File: config.mk
export PLATFORM = sky130hd
export DESIGN_NAME = reg_write_scoreboard
export DESIGN_NICKNAME = d
export VERILOG_FILES = /design/src/rtl/reg_write_scoreboard.sv
export SDC_FILE = /design/constraint.sdc
export NUM_CORES = 1
export LEC_CHECK = 0
export BUFFER_PORTS_ARGS = -buffer_cell sky130_fd_sc_hd__buf_2
export CAP_MARGIN = 10
export CORE_UTILIZATION = 55
export CTS_CLUSTER_DIAMETER = 40
export DETAILED_ROUTE_END_ITERATION = 10
export GPL_ROUTABILITY_DRIVEN = 0
export MAX_ROUTING_LAYER = met4
export PLACE_DENSITY_LB_ADDON = 0.15
export SLEW_MARGIN = 20
export SYNTH_ARGS = -nofsm -noshare
export SYNTH_HDL_FRONTEND = slang
export SYNTH_SLANG_ARGS = --single-unit
export TNS_END_PERCENT = 5
File: constraint.sdc
create_clock -name clk -period 3.9 [get_ports clk]
set_clock_uncertainty 0.2 [all_clocks]
set_input_delay 0.585 -clock clk [delete_from_list [all_inputs] [get_ports clk]]
set_output_delay 0.585 -clock clk [all_outputs]
set_load 0.01 [all_outputs]
File: src/rtl/reg_write_scoreboard.sv
// Register write scoreboard: counts in-flight writes per register and stalls issue of any
// instruction whose sources (or saturated destination) still have writes pending.
module reg_write_scoreboard #(
  parameter int unsigned CNT_W = 2
) (
  input  logic               clk,
  input  logic               reset,
  input  logic               flush,
  input  logic               issue_valid,
  input  logic               issue_we,
  input  logic [4:0]         issue_rd,
  input  logic [4:0]         issue_rs,
  input  logic [4:0]         issue_rt,
  input  logic               use_rs,
  input  logic               use_rt,
  input  logic               wb_valid,
  input  logic [4:0]         wb_rd,
  output logic               stall,
  output logic               busy,
  output logic [5+CNT_W-1:0] outstanding,
  output logic               err
);

  localparam int unsigned OutW = 5 + CNT_W;
  localparam logic [CNT_W-1:0] CntMax = {CNT_W{1'b1}};
  localparam logic [OutW-1:0] OutOne = OutW'(1);
  localparam logic [CNT_W-1:0] CntOne = CNT_W'(1);

  logic [CNT_W-1:0] cnt_q [1:31];
  logic [CNT_W-1:0] cnt   [32];
  logic             hazard_rs, hazard_rt, hazard_rd;
  logic             accept, inc_any, wb_hit, dec_any, err_set;
  logic [OutW-1:0]  outstanding_d;

  // Register 0 has no storage and always reads as an idle counter.
  always_comb begin
    cnt[0] = '0;
    for (int r = 1; r < 32; r++) begin
      cnt[r] = cnt_q[r];
    end
  end

  always_comb begin
    hazard_rs = use_rs && (issue_rs != 5'd0) && (cnt[issue_rs] != '0);
    hazard_rt = use_rt && (issue_rt != 5'd0) && (cnt[issue_rt] != '0);
    hazard_rd = issue_we && (issue_rd != 5'd0) && (cnt[issue_rd] == CntMax);
    stall     = issue_valid && (hazard_rs || hazard_rt || hazard_rd);
    accept    = issue_valid && !stall;
    inc_any   = accept && issue_we && (issue_rd != 5'd0);
    wb_hit    = wb_valid && (wb_rd != 5'd0);
    dec_any   = wb_hit && (cnt[wb_rd] != '0);
    // A same-cycle issue to the register being written back covers the writeback.
    err_set   = wb_hit && (cnt[wb_rd] == '0) && !flush && !(inc_any && (issue_rd == wb_rd));
  end

  always_comb begin
    outstanding_d = outstanding;
    if (inc_any && !dec_any) begin
      outstanding_d = outstanding + OutOne;
    end else if (dec_any && !inc_any) begin
      outstanding_d = outstanding - OutOne;
    end
  end

  always_ff @(posedge clk or posedge reset) begin
    if (reset) begin
      for (int r = 1; r < 32; r++) begin
        cnt_q[r] <= '0;
      end
    end else if (flush) begin
      for (int r = 1; r < 32; r++) begin
        cnt_q[r] <= '0;
      end
    end else begin
      for (int r = 1; r < 32; r++) begin
        if (inc_any && (issue_rd == 5'(r)) && !(dec_any && (wb_rd == 5'(r)))) begin
          cnt_q[r] <= cnt_q[r] + CntOne;
        end else if (dec_any && (wb_rd == 5'(r)) && !(inc_any && (issue_rd == 5'(r)))) begin
          cnt_q[r] <= cnt_q[r] - CntOne;
        end
      end
    end
  end

  always_ff @(posedge clk or posedge reset) begin
    if (reset) begin
      outstanding <= '0;
      busy        <= 1'b0;
      err         <= 1'b0;
    end else begin
      if (flush) begin
        outstanding <= '0;
        busy        <= 1'b0;
      end else begin
        outstanding <= outstanding_d;
        busy        <= (outstanding_d != '0);
      end
      if (err_set) begin
        err <= 1'b1;
      end
    end
  end

endmodule

* Yosys cells after proc, flatten, opt, wreduce, memory -nomap -nowiden
Index checks and enable logic that the tools add are counted.
** Operators by class
- $add $sub $neg :: 64
- $mul :: 0
- Divide/modulo/power cells :: 0
- $lt $le $gt $ge :: 4
- Equality and inequality tests :: 64
- Shift operators :: 0
- Mux-type cells :: 79
- Bitwise operators :: 4
- Reduce and logical (&&, ||, !) cells :: 251
** Operator list (number)
- 5-bit equality test, second input constant :: 32
- 1-bit logical AND :: 142
- 2-bit two-way mux :: 70
- 3-bit nonzero test :: 31
- 5-bit by 4-bit equality test with 1-bit output, second input constant :: 16
- 1-bit zero test :: 67
- 2-bit by 1-bit adder with 2-bit output, second input constant :: 31
- 62-bit two-way mux :: 1
- 2-bit by 1-bit subtractor with 2-bit output, second input constant :: 31
- 2-bit binary-select mux with 5-bit select :: 4
- 5-bit by 3-bit equality test with 1-bit output, second input constant :: 8
- 6-bit >= comparator, second input constant :: 4
- 5-bit NOT with 6-bit output :: 4
- 7-bit two-way mux :: 3
- 5-bit by 2-bit equality test with 1-bit output, second input constant :: 4
- 5-bit nonzero test :: 4
- 5-bit by 1-bit equality test with 1-bit output, second input constant :: 2
- 7-bit by 1-bit adder with 7-bit output, second input constant :: 1
- 7-bit nonzero test :: 1
- 7-bit by 1-bit subtractor with 7-bit output, second input constant :: 1
- 2-bit nonzero test :: 3
- 5-bit equality test :: 1
- 2-bit equality test, second input constant :: 1
- 2-bit zero test :: 1
- other kinds (2) :: 3
** Storage, ports and cells
- Register bits after elaboration :: 71
- Latch bits :: 0
- Memory bits (writable) :: 0
- Bits in read-only memories :: 0
- Memories kept :: 0

* Longest topological paths before layout
- Depth after elaboration :: 19
- Mapped depth :: 14

* Least setup slack after synthesis
No wires, ideal clock.
- Path type :: input to register
- From :: in issue_rt[1]
- To :: reg busy
- Library setup time :: 142 ps
- Data arrival time :: 2998 ps
- Setup slack :: 560 ps
- Cell stages on the path :: 11
- Buffers on the path :: 2
- Cells stage by stage :: buf_2 > mux4_2 > mux2_2 > and3b_1 > nor4b_1 > and4bb_1 > buf_2 > mux2_1 > nor2_1 > o31ai_1 > a41oi_2
** On the way
- Longest elaborated chain between the ends :: 19
- Elaborated cells between the ends (all ways) :: 22
** Ends and longest elaborated chain
- from (decl) :: RTL line 13 : input logic [4:0] issue_rt,
- 5-bit NOT with 6-bit output (not written as such) :: RTL line 45 : hazard_rt = use_rt && (issue_rt != 5'd0) && (cnt[issue_rt] != '0);
- 2-bit binary-select mux with 5-bit select :: RTL line 45
- 2-bit two-way mux (not written as such) (2 in series) :: RTL line 45
- 2-bit nonzero test :: RTL line 45
- 1-bit logical AND * :: RTL line 45
- 1-bit logical OR * (2 in series) :: RTL line 47 : stall = issue_valid && (hazard_rs || hazard_rt || hazard_rd);
- 1-bit logical AND * :: RTL line 47
- 1-bit zero test * :: RTL line 48 : accept = issue_valid && !stall;
- 1-bit logical AND * :: RTL line 48
- 1-bit logical AND * (2 in series) :: RTL line 49 : inc_any = accept && issue_we && (issue_rd != 5'd0);
- 1-bit zero test :: RTL line 60 : end else if (dec_any && !inc_any) begin
- 1-bit logical AND :: RTL line 60
- 7-bit two-way mux :: RTL line 60
- 7-bit two-way mux * :: RTL line 58 : if (inc_any && !dec_any) begin
- 7-bit nonzero test * :: RTL line 96 : busy <= (outstanding_d != '0);
- 1-bit two-way mux * :: RTL line 91 : if (flush) begin
- to (signal assigned) :: RTL line 96
- to (decl) :: RTL line 19 : output logic busy,
Every way passes the cells marked *; elsewhere a longest branch is shown, timed or not. The select of a mux whose other input is x is not followed.
A chain may end at the register's enable or synchronous reset.

* Worst setup path in the final report
- From :: reg cnt_q (netlist bit cnt[40])
- To :: out stall
** On the way
- Longest elaborated chain between the ends :: 8
- Elaborated cells between the ends (all ways) :: 18
** Ends and longest elaborated chain
- from (decl) :: RTL line 29 : logic [CNT_W-1:0] cnt_q [1:31];
- from (signal, indexed assignment) :: RTL line 77 : cnt_q[r] <= cnt_q[r] + CntOne;
- from (signal, indexed assignment) :: RTL line 79 : cnt_q[r] <= cnt_q[r] - CntOne;
- 2-bit binary-select mux with 5-bit select, on equally long branches :: RTL line 44, 45
- 2-bit two-way mux, on equally long branches (2 in series) :: RTL line 44, 45
- 2-bit nonzero test, on equally long branches :: RTL line 44, 45
- 1-bit logical AND, on equally long branches :: RTL line 44, 45
- 1-bit logical OR :: RTL line 47
- 1-bit logical OR * :: RTL line 47
- 1-bit logical AND * :: RTL line 47
- to (decl) :: RTL line 18 : output logic stall,
Marked as above.

==> impl_results.md <==
* Status: finished clean
* Post-CTS setup repair buffer count at 0
* Arrival @ worst endpoint at 2.67 ns
* Ratio of cells with drive above 1 in the final layout at 14.8%
* Layout area overhead at 8.09%
* Worst r2r path cells at 11
* Setup crit start: cnt[40]$_DFFE_PP0P_
* Filler cells at 838
* Critical path endpoint category: primary output
* Final worst path period share at 88.7%
* Slew HR at 39.8%
* Slowest stage delay, CP at 0.47 ns
* DRT Pass-1 Iters at 5
* Die area at 10700 sq um
* Post-synthesis sequential area ratio at 31.3%
* Number of synthesized flops with an enable pin at 0
* Commonest cells in the netlist: nor2_1, dfrtp_1, o21ai_0, xnor2_1, nand2_1
* Critical path capture point: stall
* H-tree depth at 3
* Die Y at 104 um
* Die width at 104 um
* Reg-to-reg setup timing slack at 0.46 ns
* Setup CP Type: reg -> out
* Ys Warns at 0
* Longest Clk Path Bufs at 2
* CTS sink count at 71
* Worst setup margin at 0.443 ns
* # Max-Cap Violations at 0
* Worst r2r src: cnt[40]$_DFFE_PP0P_
* Worst Path Required at 3.12 ns
* Hpwl dp at 12000 um
* Count of final hold-check violations at 0
* Largest area contributor in the synthesized netlist: dfrtp_1
* DRC Markers at 0
* Avg Cell Area, Syn at 8.39 sq um
* Antenna violations before repair at 0
* Final-stage net count at 728
* Most used routing layer: met2
* Synth Net Count at 706
* Startpoint types: flip-flop
* Slew Limit Fails at 0
* Max Clock Freq at 289 MHz
* Share of the synthesized area in the top cell type at 31.3%
* Sum of negative setup slack at 0 ns
* Post-CTS Resized at 0
* Worst-Margin Slew at 0.903 ns
* Standard-cell rows at 36
* Synth area leaders: dfrtp_1, xnor2_1, mux4_2, nor2_1, o21ai_0
* CTS tree: yes
* Leakage power at 2.35 nW
* Mapped Cells at 676
* M2 GR Usage at 50.9%
* Met1 usage at 40.8%
* DR vias/cell at 6.48
* Crit path depth at 8
* Placeable core region at 9860 sq um
* Later-pin clock latency in the skew report at 0.38 ns
* Critical Path, Cell by Cell: nor2_1, mux4_2, mux2_2, and3b_1, nor4b_1, nand2b_1, o21a_1, buf_2
* VDD IR max at 0.000220 V
* Grt ovf at 0
* Mapped Area at 5670 sq um
* Dpl ws at 0.199 ns
* Initial drt markers at 453
* FFs w/ async S/R, synth at 100%
* Post-layout minimum cycle time at 3.46 ns
* Num CTS Buffers at 9
* Clock Pin Slew Worst Setup and Hold Paths at 0.07 ns
* Design area at 6130 sq um
* Unrepaired setup endpoints after global routing: no
* R2R Path End: busy$_DFF_PP0_
* Antenna-violating nets left at 0
* Path type of the worst min-delay path: reg -> reg
* Crit-path slowest cell: dfrtp_1
* Most frequently used flop master after synthesis: dfrtp_1
* Vias at 5416
* Post-synthesis register bit count at 71
* N_diodes at 0
* Count leader, synth: nor2_1
* DRT Wirelength at 16600 um
* Drt wl/cell at 19.9 um
* Vias in the first global route at 5384
* # port buffers at 37
* Met3 GRT Util at 10.1%
* CTS Hold Bufs at 0
* WP buf/inv at 1
* Post-place instance area at 5970 sq um
* IO Pins at 38
* Total track usage at 33.8%
* Starting density of the core at 57.5%
* Final setup vio count at 0
* Root buffer cell: clkbuf_8
* Largest net degree at the start of global routing at 72
* Maximum fanout along the worst path at 6
* CP top delay family: simple AND/OR/NAND/NOR gates
* Power Density at 260 nW/um^2
* Global-route wire length before repair at 27500 um
* Number of unique standard cell types used by synthesis at 67
## state kept, by name, indices dropped and copies added (netlist names)
name / count
err: 1
busy: 1
outstanding: 7
cnt: 62
## worst reg2reg max path: stages (launching register included)
cell and delay (ns):
dfrtp_1 0.47, nor2_1 0.11, mux4_2 0.46, mux2_2 0.27, and3b_1 0.18, nor4b_1 0.36
and4bb_1 0.30, buf_4 0.20, nor4b_1 0.33, a21oi_1 0.11, xor2_1 0.22, a41oi_2 0.12
## cells by family (layout without fill, tap and decap cells)
group                    after synthesis  after routing  share of synthesized area [%]
AO/OA/AOI/OAI                        149            149                           16.5
AND/OR/NAND/NOR                      287            287                           24.9
buffers and inverters                 55             82                           4.15
multiplexers                          38             38                           11.2
flip-flops                            71             71                           31.3
adder cells (fa/ha/maj)                2              2                          0.441
XOR/XNOR                              74             74                           11.6
## report_power, final
group / switching, mW / internal (mW)
Sequential: 0.0192 / 0.749
Clock: 0.287 / 0.228
Combinational: 0.196 / 0.115
## per-layer routing
| metal | share of wire (%) | vias to the layer above | wire [um] |
|---|---|---|---|
| met5 | 0 | - | 0 |
| li1 | - | 2456 | - |
| met3 | 8.6 | 73 | 1430 |
| met2 | 46 | 275 | 7700 |
| met1 | 40 | 2612 | 6700 |
| met4 | 4.8 | 0 | 793 |
## placed cells by master, fill, tap and decap left out, types with 3 or more instances in the layout
master | netlist | final
o31ai_1 | 15 | 15
o211ai_1 | 6 | 6
dfrtp_1 | 71 | 71
a31oi_1 | 18 | 18
a311oi_1 | 4 | 4
and3b_1 | 3 | 3
nand2_1 | 31 | 31
nor3b_1 | 6 | 6
clkinv_2 | 0 | 3
nor4_1 | 4 | 4
mux2i_1 | 15 | 15
o22ai_1 | 4 | 4
nor2b_1 | 20 | 20
nor3_1 | 25 | 25
mux4_2 | 20 | 20
and2_1 | 5 | 5
buf_4 | 1 | 16
a21oi_1 | 27 | 27
xnor2_1 | 52 | 52
inv_1 | 10 | 9
o21ai_0 | 52 | 52
clkbuf_1 | 23 | 3
xor2_1 | 21 | 21
nor2_1 | 118 | 118
nand3_1 | 29 | 29
clkbuf_8 | 0 | 9
nand2b_1 | 17 | 17
nand4_1 | 5 | 5
nand3b_1 | 6 | 6
or2_2 | 5 | 5
buf_2 | 14 | 37
## worst min-delay path by stage
stage	from	end	slack, ns	depth (start not counted)
floorplan	err$_DFFE_PP0P_	err$_DFFE_PP0P_	0.30	1
CTS	err$_DFFE_PP0P_	err$_DFFE_PP0P_	0.27	1
global placement	err$_DFFE_PP0P_	err$_DFFE_PP0P_	0.24	1
global route	err$_DFFE_PP0P_	err$_DFFE_PP0P_	0.30	1
detailed placement	err$_DFFE_PP0P_	err$_DFFE_PP0P_	0.25	1
finish	err$_DFFE_PP0P_	err$_DFFE_PP0P_	0.27	1
## final cells by class
| class | instances | area (sq um) | share of cell area, % |
|---|---|---|---|
| multi-input cells | 550 | 3660 | 59.7 |
| flip-flops and latches | 71 | 1780 | 29.0 |
| repair buffers | 54 | 325 | 5.31 |
| well taps | 133 | 166 | 2.71 |
| clock buffers | 12 | 135 | 2.20 |
| inverters | 12 | 45.0 | 0.735 |
| clock inverters | 4 | 22.5 | 0.367 |
## stage by stage
stage          total power, mW  cells  hold slack [ns]  util (%)
6_report                  1.59    836            0.265      62.2
2_1_floorplan            0.990    676            0.304         -
5_1_grt                   1.67    836            0.302      62.2
4_1_cts                   1.61    836            0.271      62.2
3_3_place_gp              1.08    820            0.244      60.6
3_5_place_dp              1.09    820            0.251      60.6
Note: power is estimated with default switching activity, not from simulation.
